--- config.mk ---
export PLATFORM = sky130hd
export DESIGN_NAME = codon_match_counter_flat
export DESIGN_NICKNAME = d
export VERILOG_FILES = /design/src/rtl/codon_match_counter_pkg.sv /design/src/rtl/codon_match_counter_if.sv /design/src/rtl/codon_match_counter_slot.sv /design/src/rtl/codon_match_counter.sv /design/src/flat_wrapper.sv
export SDC_FILE = /design/constraint.sdc
export NUM_CORES = 1
export LEC_CHECK = 0
export ABC_CLOCK_PERIOD_IN_PS = 6800
export BUFFER_PORTS_ARGS = -buffer_cell sky130_fd_sc_hd__clkbuf_2
export CAP_MARGIN = 30
export CORE_AREA = 2 2 169 204
export CTS_CLUSTER_DIAMETER = 150
export DETAILED_ROUTE_END_ITERATION = 8
export DIE_AREA = 0 0 171 206
export PLACE_DENSITY = 0.66
export SYNTH_ARGS = -nofsm -noshare
export SYNTH_HDL_FRONTEND = slang
export SYNTH_HIERARCHICAL = 1
export SYNTH_SLANG_ARGS = --single-unit
--- constraint.sdc ---
create_clock -name clk -period 6.8 [get_ports clk]
set_input_delay 0.34 -clock clk [delete_from_list [all_inputs] [get_ports clk]]
set_output_delay 0.34 -clock clk [all_outputs]
set_load 0.02 [all_outputs]
--- src/rtl/codon_match_counter_pkg.sv ---
// Shared types for the codon match counter: symbol encoding and FSM states.
package codon_pkg;

    localparam int SYM_BITS = 2;

    typedef logic [SYM_BITS-1:0] sym_t;

    localparam sym_t SYM_A = 2'd0;
    localparam sym_t SYM_C = 2'd1;
    localparam sym_t SYM_G = 2'd2;
    localparam sym_t SYM_T = 2'd3;

    typedef enum logic [2:0] {
        ST_IDLE,
        ST_LOAD,
        ST_MATCH,
        ST_FLUSH,
        ST_DONE
    } state_t;

    function automatic logic can_start(input state_t s);
        return (s == ST_IDLE) || (s == ST_DONE);
    endfunction

endpackage

--- src/rtl/codon_match_counter_if.sv ---
// Codon load stream and gene stream, both valid/ready; master = source, slave = counter.
interface codon_match_counter_if #(
    parameter int SYM_W = 2
);
    logic             cdn_valid;
    logic             cdn_ready;
    logic [SYM_W-1:0] cdn_sym;
    logic             cdn_eol;
    logic             cdn_eof;

    logic             gene_valid;
    logic             gene_ready;
    logic [SYM_W-1:0] gene_sym;
    logic             gene_eof;

    modport master (
        output cdn_valid, cdn_sym, cdn_eol, cdn_eof,
        output gene_valid, gene_sym, gene_eof,
        input  cdn_ready, gene_ready
    );

    modport slave (
        input  cdn_valid, cdn_sym, cdn_eol, cdn_eof,
        input  gene_valid, gene_sym, gene_eof,
        output cdn_ready, gene_ready
    );
endinterface

--- src/rtl/codon_match_counter_slot.sv ---
// One codon slot: symbol store, length, loaded flag, window compare and counter (count lands 1 cycle after hit).
// CODON_MATCH_SAT_EN selects saturating counters with a sticky ovf bit; otherwise counters wrap.
module codon_slot #(
    parameter int MAX_LEN = 8,
    parameter int SYM_W   = 2,
    parameter int CNT_W   = 4,
    localparam int LW     = $clog2(MAX_LEN + 1)
) (
    input  logic                     clk,
    input  logic                     rst_n,
    input  logic                     clr,
    input  logic                     wr_en,
    input  logic [SYM_W-1:0]         wr_sym,
    input  logic                     wr_close,
    input  logic                     cmp_en,
    input  logic [MAX_LEN*SYM_W-1:0] win,
    input  logic [LW-1:0]            fill,
    output logic [CNT_W-1:0]         cnt
`ifdef CODON_MATCH_SAT_EN
    ,
    output logic                     ovf
`endif
);

    logic [SYM_W-1:0] sym_q [MAX_LEN];
    logic [LW-1:0]    len_q;
    logic             loaded_q;
    logic [CNT_W-1:0] cnt_q;
    logic             hit;

    // Codon symbol j pairs with window slot k when j + k + 1 equals the stored length.
    always_comb begin
        hit = loaded_q && (fill >= len_q);
        for (int j = 0; j < MAX_LEN; j++) begin
            for (int k = 0; k < MAX_LEN; k++) begin
                if ((j + k + 1 <= MAX_LEN) && (len_q == LW'(j + k + 1)) &&
                    (sym_q[j] != win[k*SYM_W +: SYM_W])) begin
                    hit = 1'b0;
                end
            end
        end
    end

    always_ff @(posedge clk or negedge rst_n) begin
        if (!rst_n) begin
            for (int k = 0; k < MAX_LEN; k++) begin
                sym_q[k] <= '0;
            end
            len_q    <= '0;
            loaded_q <= 1'b0;
        end else if (clr) begin
            len_q    <= '0;
            loaded_q <= 1'b0;
        end else if (wr_en) begin
            // Symbols beyond MAX_LEN are accepted upstream but dropped here.
            if (len_q < LW'(MAX_LEN)) begin
                for (int k = 0; k < MAX_LEN; k++) begin
                    if (len_q == LW'(k)) begin
                        sym_q[k] <= wr_sym;
                    end
                end
                len_q <= len_q + LW'(1);
            end
            if (wr_close) begin
                loaded_q <= 1'b1;
            end
        end
    end

`ifdef CODON_MATCH_SAT_EN
    logic ovf_q;

    always_ff @(posedge clk or negedge rst_n) begin
        if (!rst_n) begin
            cnt_q <= '0;
            ovf_q <= 1'b0;
        end else if (clr) begin
            cnt_q <= '0;
            ovf_q <= 1'b0;
        end else if (cmp_en && hit) begin
            if (cnt_q == {CNT_W{1'b1}}) begin
                ovf_q <= 1'b1;
            end else begin
                cnt_q <= cnt_q + CNT_W'(1);
            end
        end
    end

    assign ovf = ovf_q;
`else
    always_ff @(posedge clk or negedge rst_n) begin
        if (!rst_n) begin
            cnt_q <= '0;
        end else if (clr) begin
            cnt_q <= '0;
        end else if (cmp_en && hit) begin
            cnt_q <= cnt_q + CNT_W'(1);
        end
    end
`endif

    assign cnt = cnt_q;

endmodule

--- src/rtl/codon_match_counter.sv ---
// Loads up to NUM_CODONS codons, then counts overlapping occurrences in a gene stream; counts land 1 cycle after the completing symbol.
// Ready is a pure function of state (no stalls inside LOAD/MATCH); CODON_MATCH_SAT_EN adds saturating counters and the ovf port.
module codon_match_counter
    import codon_pkg::*;
#(
    parameter int NUM_CODONS = 6,
    parameter int MAX_LEN    = 8,
    parameter int SYM_W      = 2,
    parameter int CNT_W      = 4
) (
    input  logic                            clk,
    input  logic                            rst_n,
    input  logic                            start,
    codon_match_counter_if.slave            bus,
    output logic [NUM_CODONS*CNT_W-1:0]     count,
    output logic [$clog2(NUM_CODONS+1)-1:0] num_loaded,
    output logic                            busy,
    output logic                            done
`ifdef CODON_MATCH_SAT_EN
    ,
    output logic [NUM_CODONS-1:0]           ovf
`endif
);

    localparam int NLW = $clog2(NUM_CODONS + 1);
    localparam int LW  = $clog2(MAX_LEN + 1);

    state_t                   state_q, state_d;
    logic [NLW-1:0]           num_loaded_q;
    logic [LW-1:0]            fill_q, fill_next;
    logic [MAX_LEN*SYM_W-1:0] win_q, win_next;

    logic start_ok, cdn_fire, cdn_close, load_end, gene_fire;

    assign start_ok  = start && can_start(state_q);
    assign cdn_fire  = bus.cdn_valid && bus.cdn_ready;
    assign cdn_close = cdn_fire && (bus.cdn_eol || bus.cdn_eof);
    assign load_end  = cdn_fire && (bus.cdn_eof ||
                       (bus.cdn_eol && (num_loaded_q == NLW'(NUM_CODONS - 1))));
    assign gene_fire = bus.gene_valid && bus.gene_ready;

    always_ff @(posedge clk or negedge rst_n) begin
        if (!rst_n) begin
            state_q <= ST_IDLE;
        end else begin
            state_q <= state_d;
        end
    end

    always_comb begin
        state_d = state_q;
        case (state_q)
            ST_IDLE:  if (start) state_d = ST_LOAD;
            ST_LOAD:  if (load_end) state_d = ST_MATCH;
            ST_MATCH: if (gene_fire && bus.gene_eof) state_d = ST_FLUSH;
            ST_FLUSH: state_d = ST_DONE;
            ST_DONE:  if (start) state_d = ST_LOAD;
            default:  state_d = ST_IDLE;
        endcase
    end

    always_comb begin
        bus.cdn_ready  = (state_q == ST_LOAD);
        bus.gene_ready = (state_q == ST_MATCH);
        busy           = (state_q == ST_LOAD) || (state_q == ST_MATCH);
        done           = (state_q == ST_DONE);
    end

    // Newest gene symbol sits at window index 0.
    always_comb begin
        win_next = win_q;
        if (gene_fire) begin
            win_next[SYM_W-1:0] = bus.gene_sym;
            for (int k = 1; k < MAX_LEN; k++) begin
                win_next[k*SYM_W +: SYM_W] = win_q[(k-1)*SYM_W +: SYM_W];
            end
        end
        fill_next = fill_q;
        if (gene_fire && (fill_q != LW'(MAX_LEN))) begin
            fill_next = fill_q + LW'(1);
        end
    end

    always_ff @(posedge clk or negedge rst_n) begin
        if (!rst_n) begin
            num_loaded_q <= '0;
            fill_q       <= '0;
            win_q        <= '0;
        end else if (start_ok) begin
            num_loaded_q <= '0;
            fill_q       <= '0;
            win_q        <= '0;
        end else begin
            if (cdn_close) begin
                num_loaded_q <= num_loaded_q + NLW'(1);
            end
            fill_q <= fill_next;
            win_q  <= win_next;
        end
    end

    assign num_loaded = num_loaded_q;

    // The slot currently being loaded is the one indexed by num_loaded.
    for (genvar i = 0; i < NUM_CODONS; i++) begin : g_slot
        codon_slot #(
            .MAX_LEN (MAX_LEN),
            .SYM_W   (SYM_W),
            .CNT_W   (CNT_W)
        ) u_slot (
            .clk      (clk),
            .rst_n    (rst_n),
            .clr      (start_ok),
            .wr_en    (cdn_fire && (num_loaded_q == NLW'(i))),
            .wr_sym   (bus.cdn_sym),
            .wr_close (bus.cdn_eol || bus.cdn_eof),
            .cmp_en   (gene_fire),
            .win      (win_next),
            .fill     (fill_next),
            .cnt      (count[i*CNT_W +: CNT_W])
`ifdef CODON_MATCH_SAT_EN
            ,
            .ovf      (ovf[i])
`endif
        );
    end

endmodule

--- src/flat_wrapper.sv ---
// flat-port wrapper written by rule: the top's interface ports become plain ports
module codon_match_counter_flat import codon_pkg::*;
#(
    parameter int NUM_CODONS = 6,
    parameter int MAX_LEN    = 8,
    parameter int SYM_W      = 2,
    parameter int CNT_W      = 4
)
  (clk, rst_n, start, count, num_loaded, busy, done, bus_cdn_valid, bus_cdn_sym, bus_cdn_eol, bus_cdn_eof, bus_gene_valid, bus_gene_sym, bus_gene_eof, bus_cdn_ready, bus_gene_ready);
  codon_match_counter_if #(.SYM_W(SYM_W)) bus_i ();
  input  logic clk;
  input  logic rst_n;
  input  logic start;
  output logic [NUM_CODONS*CNT_W-1:0] count;
  output logic [$clog2(NUM_CODONS+1)-1:0] num_loaded;
  output logic busy;
  output logic done;
  input wire logic [$bits(bus_i.cdn_valid)-1:0] bus_cdn_valid;
  input wire logic [$bits(bus_i.cdn_sym)-1:0] bus_cdn_sym;
  input wire logic [$bits(bus_i.cdn_eol)-1:0] bus_cdn_eol;
  input wire logic [$bits(bus_i.cdn_eof)-1:0] bus_cdn_eof;
  input wire logic [$bits(bus_i.gene_valid)-1:0] bus_gene_valid;
  input wire logic [$bits(bus_i.gene_sym)-1:0] bus_gene_sym;
  input wire logic [$bits(bus_i.gene_eof)-1:0] bus_gene_eof;
  output wire logic [$bits(bus_i.cdn_ready)-1:0] bus_cdn_ready;
  output wire logic [$bits(bus_i.gene_ready)-1:0] bus_gene_ready;
  assign bus_i.cdn_valid = bus_cdn_valid;
  assign bus_i.cdn_sym = bus_cdn_sym;
  assign bus_i.cdn_eol = bus_cdn_eol;
  assign bus_i.cdn_eof = bus_cdn_eof;
  assign bus_i.gene_valid = bus_gene_valid;
  assign bus_i.gene_sym = bus_gene_sym;
  assign bus_i.gene_eof = bus_gene_eof;
  assign bus_cdn_ready = bus_i.cdn_ready;
  assign bus_gene_ready = bus_i.gene_ready;
  codon_match_counter #(.NUM_CODONS(NUM_CODONS), .MAX_LEN(MAX_LEN), .SYM_W(SYM_W), .CNT_W(CNT_W)) u_core (.clk(clk), .rst_n(rst_n), .start(start), .bus(bus_i), .count(count), .num_loaded(num_loaded), .busy(busy), .done(done));
endmodule
Word-level counts from Yosys, hierarchy flattened
Cells that the tools add are included.
{ "word_totals": {"ff_bits": 176, "output_inout_bits": 31, "wordCells": 979, "inputBits": 12} }
{ "classes": {"bitwise": 1, "magnitude_cmp": 12, "eq_ne": 277, "muxes": 269, "addsub": 14, "reduce_logical": 336} }
{ "ops": {"columns": ["cell", "n"], "rows": [
  ["!= test 2 bit", 216],
  ["logical AND 1 bit", 242],
  ["two-way mux 1 bit", 229],
  ["AND reduction 4 bit", 48],
  ["two-way mux 4 bit", 32],
  ["equality test 4 x 3 -> 1 bit (second input constant)", 24],
  ["adder 4 x 1 -> 4 bit (second input constant)", 13],
  ["equality test 4 x 2 -> 1 bit (second input constant)", 12],
  ["nonzero test 2 bit", 20],
  ["two-way mux 16 bit", 2],
  ["equality test 4 x 1 -> 1 bit (second input constant)", 6],
  ["equality test 4 bit (second input constant)", 6],
  ["greater-or-equal comparator 4 bit", 6],
  ["logical NOT 4 bit", 6],
  ["< comparator 4 bit (second input constant)", 6],
  ["AND reduction 2 bit", 12],
  ["two-way mux 3 bit", 5],
  ["equality test 3 x 2 -> 1 bit (second input constant)", 4],
  ["case mux 3 bit (4 select lines)", 1],
  ["equality test 3 bit (second input constant)", 3],
  ["equality test 3 x 1 -> 1 bit (second input constant)", 2],
  ["logical NOT 3 bit", 2],
  ["logical OR 1 bit", 4],
  ["!= test 2 bit (second input constant)", 2],
  ["other kinds (6)", 6]
]} }

Logic depth before layout (Yosys ltp)
{ "logic_depth": {"ltp_word": 45, "ltp_mapped": 14} }

Cells and area by module
The synthesis kept the hierarchy.
{ "by_module_without_submodules": {"columns": ["module", "n_inst", "cells_per_inst", "seq_area_each_um2", "area_each_um2"], "rows": [
  ["codon_slot at u_core.g_slot[0].u_slot ...", 3, 230, 625.6, 2254.7],
  ["codon_slot at u_core.g_slot[3].u_slot ...", 2, 227, 625.6, 2212.1],
  ["codon_slot at u_core.g_slot[4].u_slot", 1, 231, 625.6, 2199.6],
  ["codon_match_counter", 1, 129, 650.6, 1445.1]
]} }

Least setup slack after synthesis
No wires, ideal clock.
{ "synth_path": {"kind": "register -> register", "start": "register u_core.state_q[0]", "end": "register u_core.g_slot[0].u_slot.cnt_q[0]", "stages_incl_launch_ff": 11, "n_path_buf": 2, "period_less_slack_ps": 3348, "setup_time_ps": 128, "arrival_time_ps": 3221, "path_slack_ps": 3452, "t_required_ps": 6672, "cell_sequence": "dfrtp_1 -> nor4bb_4 -> buf_6 -> mux2_2 -> buf_4 -> xor2_1 -> o41ai_2 -> a311oi_1 -> or4_4 -> nor4_4 -> mux2_1"} }
{ "synth_between": {"word_cells_on_any_way": 122, "classes_between": "1 x order compare; 38 x eq/ne; 39 x mux; 44 x reduce/logical"} }
{ "synth_rtl": {"columns": ["element", "line_no", "source"], "rows": [
  ["from (decl)", "codon_match_counter.sv:28", "state_t state_q, state_d;"],
  ["from (signal assigned)", "codon_match_counter.sv:46", "state_q <= state_d;"],
  ["equality test 3 x 2 -> 1 bit (*)", "codon_match_counter.sv:64", "bus.gene_ready = (state_q == ST_MATCH);"],
  ["logical AND 1 bit (*)", "codon_match_counter.sv:40", "assign gene_fire = bus.gene_valid && bus.gene_ready;"],
  ["two-way mux 16 bit (*)", "codon_match_counter.sv:72", "if (gene_fire) begin"],
  ["named net u_core.win_next[2]", "codon_match_counter.sv:31", "logic [MAX_LEN*SYM_W-1:0] win_q, win_next;"],
  ["!= test 2 bit", "codon_match_counter_slot.sv:37", "(sym_q[j] != win[k*SYM_W +: SYM_W])) begin"],
  ["logical AND 1 bit", "codon_match_counter_slot.sv:36", "if ((j + k + 1 <= MAX_LEN) && (len_q == LW'(j + k + 1)) &&"],
  ["two-way mux 1 bit (33 in series)", "codon_match_counter_slot.sv:36", null],
  ["two-way mux 1 bit (*) (2 in series)", "codon_match_counter_slot.sv:36", null],
  ["logical AND 1 bit (*)", "codon_match_counter_slot.sv:96", "end else if (cmp_en && hit) begin"],
  ["nonzero test 2 bit (no source line) (*)", null, null],
  ["to (signal assigned)", "codon_match_counter_slot.sv:97", "cnt_q <= cnt_q + CNT_W'(1);"],
  ["to (decl)", "codon_match_counter_slot.sv:28", "logic [CNT_W-1:0] cnt_q;"]
]} }
Mark *: on every way through the listed nets, which the timed path passes. The rest lies on a longest branch.
A chain may end at the register's enable or synchronous reset.

Worst setup path in the final report
{ "layout_path": {"start": "register u_core.state_q[2]", "end": "register u_core.g_slot[5].u_slot.cnt_q[3]"} }
{ "layout_between": {"word_cells_on_any_way": 122, "classes_between": "1 x order compare; 38 x eq/ne; 39 x mux; 44 x reduce/logical"} }
{ "layout_rtl": {"columns": ["element", "line_no"], "rows": [
  ["equality test 3 x 2 -> 1 bit (*)", "codon_match_counter.sv:64"],
  ["logical AND 1 bit (*)", "codon_match_counter.sv:40"],
  ["two-way mux 16 bit (*)", "codon_match_counter.sv:72"],
  ["named net u_core.win_next[2]", "codon_match_counter.sv:31"],
  ["!= test 2 bit", "codon_match_counter_slot.sv:37"],
  ["logical AND 1 bit", "codon_match_counter_slot.sv:36"],
  ["two-way mux 1 bit (33 in series)", "codon_match_counter_slot.sv:36"],
  ["two-way mux 1 bit (*) (2 in series)", "codon_match_counter_slot.sv:36"],
  ["logical AND 1 bit (*)", "codon_match_counter_slot.sv:96"],
  ["nonzero test 2 bit (no source line) (*)", null],
  ["to (signal assigned)", "codon_match_counter_slot.sv:97"],
  ["to (decl)", "codon_match_counter_slot.sv:28"]
]} }
Marked as above.

==> impl_metrics.json <==
{
  "outcome": "completed",
  "power_per_cell_area_nw_per_um2": 254.7,
  "diodes": 0,
  "std_cell_rows": 74,
  "grt_max_degree": 119,
  "syn-num-nets": 1577,
  "synth_common_cells": "xor2_1 (302), dfrtp_1 (176), xnor2_1 (141)",
  "stdcell_area_sq_um": 15500,
  "relSlewSlack_pct": 32.99,
  "yosys.area.top_type": "dfrtp_1",
  "synth_most_common_cell": "xor2_1",
  "nets": 1532,
  "yosysUniqueCellTypes": 66,
  "cts_buffer_depth": 2,
  "yosys_most_used_dff": "dfrtp_1",
  "p_total_mw": 3.948,
  "hold_path_class": "input pin to flop",
  "max_cap_viol_count": 0,
  "path_cells": "nor4bb_4 -> buf_6 -> mux2_2 -> buf_4 -> xor2_1 -> nor4_2 -> nand4_1 -> a211oi_2 -> o2111ai_2 -> or3_1 -> a21oi_1",
  "clock.fmax_mhz": 236.4,
  "finalMaxSlewViolations": 0,
  "synth_top_cells_by_area": "dfrtp_1 (30%), xor2_1 (18%), mux2_2 (8.4%)",
  "ys_ff_latch": 176,
  "cp.arrival_ns": 4.59,
  "start_util_pct": 44.25,
  "ys_seq_area_share_pct": 29.69,
  "fp.dieArea_sq_um": 35230,
  "criticalPathCategory": "flop to flop",
  "post_cts_buffers": 0,
  "grt_pass1_wl_um": 61410,
  "cts_tree": "built",
  "synth_top_family_by_area": "XOR/XNOR gates",
  "synth_compound_area_share_pct": 7.204,
  "drc": 0,
  "yosys.area_share.adder_pct": 5.146,
  "rsz0062_at_grt": "false",
  "dp_cells": 1894,
  "syn2layout_area_growth_pct": 4.496,
  "fin_tns_setup_ns": 0,
  "synth_top_area_share_pct": 29.69,
  "critical_path.max_fanout": 27,
  "htreeDepth": 4,
  "yosys_warnings": 6,
  "portBuffers": 42,
  "gr-total-overflow": 0,
  "worst_pin_slew_ns": 1.005,
  "viasPerCell": 5.611,
  "fin_skew_ns": 0.009665,
  "avgRoutedWirePerCell_um": 20.00,
  "min_period_over_period_pct": 62.20,
  "fp.dieH_um": 206,
  "synth_simple_gate_area_share_pct": 14.34,
  "synth_edf_count": 0,
  "routed_wl_um": 38540,
  "boundaryPins": 43,
  "antenna_left": 0,
  "vias": 10812,
  "postSynthCellCount": 1504,
  "post-dp-hpwl_um": 25710,
  "synth-xor-area-share_pct": 26.16,
  "clkTransAtPathRegs_ns": 0.06,
  "grt_pass1_vias": 11017,
  "design.core.area_sq_um": 33520,
  "numCtsBuffers": 17,
  "worstPathRequired_ns": 7.16,
  "critPathSlowestCell": "mux2_2",
  "ys_async_sr_fraction_pct": 100.0,
  "cpPeakStageDelay_ns": 0.82,
  "detailed_place.area_sq_um": 14890,
  "cp-end-kind": "flop",
  "ir_worst_vdd_v": 0.0001776,
  "grt_util_all_layers_pct": 22.36,
  "clk_latency_ns": 0.44,
  "cp-start-kind": "flop",
  "min_period_ns": 4.230,
  "avgSynthCellArea_sq_um": 9.862,
  "globalplace.congestion": 0.9117,
  "hold_viol": 0,
  "drive_gt1_share_pct": 16.72,
  "stdcell_count": 1927,
  "clockRootBuffer": "clkbuf_16",
  "synth_mux_area_share_pct": 10.34,
  "firstDrtPassIters": 5,
  "netlist_area_sq_um": 14830,
  "cts_sinks": 176,
  "drt_iter0_markers": 712,
  "leakage_nw": 8.174,
  "final-setup-viol-count": 0,
  "antenna_found_initial": 0,
  "die_x_um": 171
}
-- critical path, delay by kind of cell, from the launching register on --
kind	cells	cell delay [ns]
AND/OR/NAND/NOR	4	1.30
flip-flops	1	0.45
AO/OA/AOI/OAI	3	0.70
XOR/XNOR	1	0.14
multiplexers	1	0.82
buffers and inverters	2	0.71
-- area by class of cell --
cell class,instances,area (sq um)
inverters,43,161.4
fillers,3281,18020
clock buffers,20,456.7
multi-input cells,1160,9380
clock inverters,11,113.9
well taps,456,570.5
flip-flops and latches,176,4404
repair buffers,61,412.9
-- registers in the layout, summed over array words and instances (netlist names) --
signal and count:
u_core/win_q 16, u_core/state_q 3, u_core/num_loaded 3, u_core/g_slot.u_slot/cnt 24
u_core/g_slot.u_slot/loaded_q 6, u_core/g_slot.u_slot/sym_q 96, u_core/fill_q 4, u_core/g_slot.u_slot/len_q 24
-- what timing repair did --
item                                   4_1_cts  5_1_grt
hold buffers                                 0        1
endpoints found under the hold margin        0       58
gates resized for setup                      0        0
-- logic make-up (layout without fill, tap and decap cells) --
logic type | Yosys count | count (layout)
XOR/XNOR | 443 | 443
AND/OR/NAND/NOR | 376 | 376
flip-flops | 176 | 176
buffers and inverters | 168 | 135
AO/OA/AOI/OAI | 143 | 143
multiplexers | 137 | 137
adder cells (fa/ha/maj) | 61 | 61
-- layout by cell type, fill, tap and decap left out, types with 6 or more instances in the layout --
master,n
xor2_1,302
a21o_1,9
ha_1,61
xnor2_1,140
buf_4,14
dfrtp_1,176
and2_1,17
a311oi_1,6
clkbuf_16,17
nor4_2,9
nand2b_1,22
a21oi_1,38
and3_1,13
nor3_1,7
mux2_2,111
a31oi_1,6
inv_1,42
nor4_1,58
o211ai_1,7
a41oi_1,8
nand3_1,23
mux2i_1,13
clkbuf_2,41
mux2_1,11
nand2_1,76
nor2_1,72
o21ai_0,21
nor2b_1,22
a41o_1,6
clkinv_2,6
nand4_1,31
-- per-stage QoR --
step / hold slack (ns) / worst slack (ns) / util, %
4_1_cts: 0.09837 / 2.618 / 46.13
3_3_place_gp: 0.4774 / 2.059 / 44.28
6_report: 0.2427 / 2.570 / 46.24
5_1_grt: 0.2445 / 2.368 / 46.24
3_5_place_dp: 0.4833 / 2.544 / 44.43
2_1_floorplan: 0.04441 / 3.452 / -
-- final timing paths --
kind	from	endpoint	slack (ns)	cells past startpoint
worst max-delay path	u_core/state_q[2]$_DFFE_PN0P_	u_core/g_slot[5].u_slot/cnt[3]$_DFFE_PN0P_	2.57	11
worst min-delay path	bus_cdn_valid	u_core/state_q[1]$_DFFE_PN0P_	0.24	3
worst max register to register	u_core/state_q[2]$_DFFE_PN0P_	u_core/g_slot[5].u_slot/cnt[3]$_DFFE_PN0P_	2.57	11
worst min register to register	u_core/g_slot[5].u_slot/loaded_q$_DFFE_PN0P_	u_core/g_slot[5].u_slot/loaded_q$_DFFE_PN0P_	0.49	2
max in group asynchronous	rst_n	u_core/g_slot[5].u_slot/sym_q[10]$_DFFE_PN0P_	5.18	3
min in group asynchronous	rst_n	u_core/g_slot[2].u_slot/cnt[0]$_DFFE_PN0P_	0.45	2
-- where the power goes --
part           leakage (nW)  switching (mW)  internal, mW
Combinational          5.45           0.902         0.682
Clock                 0.282           0.423         0.555
Sequential             2.44           0.246          1.14
Total                  8.17            1.57          2.38
-- metal layers --
metal	up-vias	GRT usage (%)	routed length, um	share of wire, %
li1	5026	-	-	-
met1	5432	28.98	16780	44
met2	286	38.35	19010	49
met3	68	2.662	1725	4.5
met4	0	7.990	1023	2.7
met5	-	0	0	0
(Power assumes the default switching activity.)
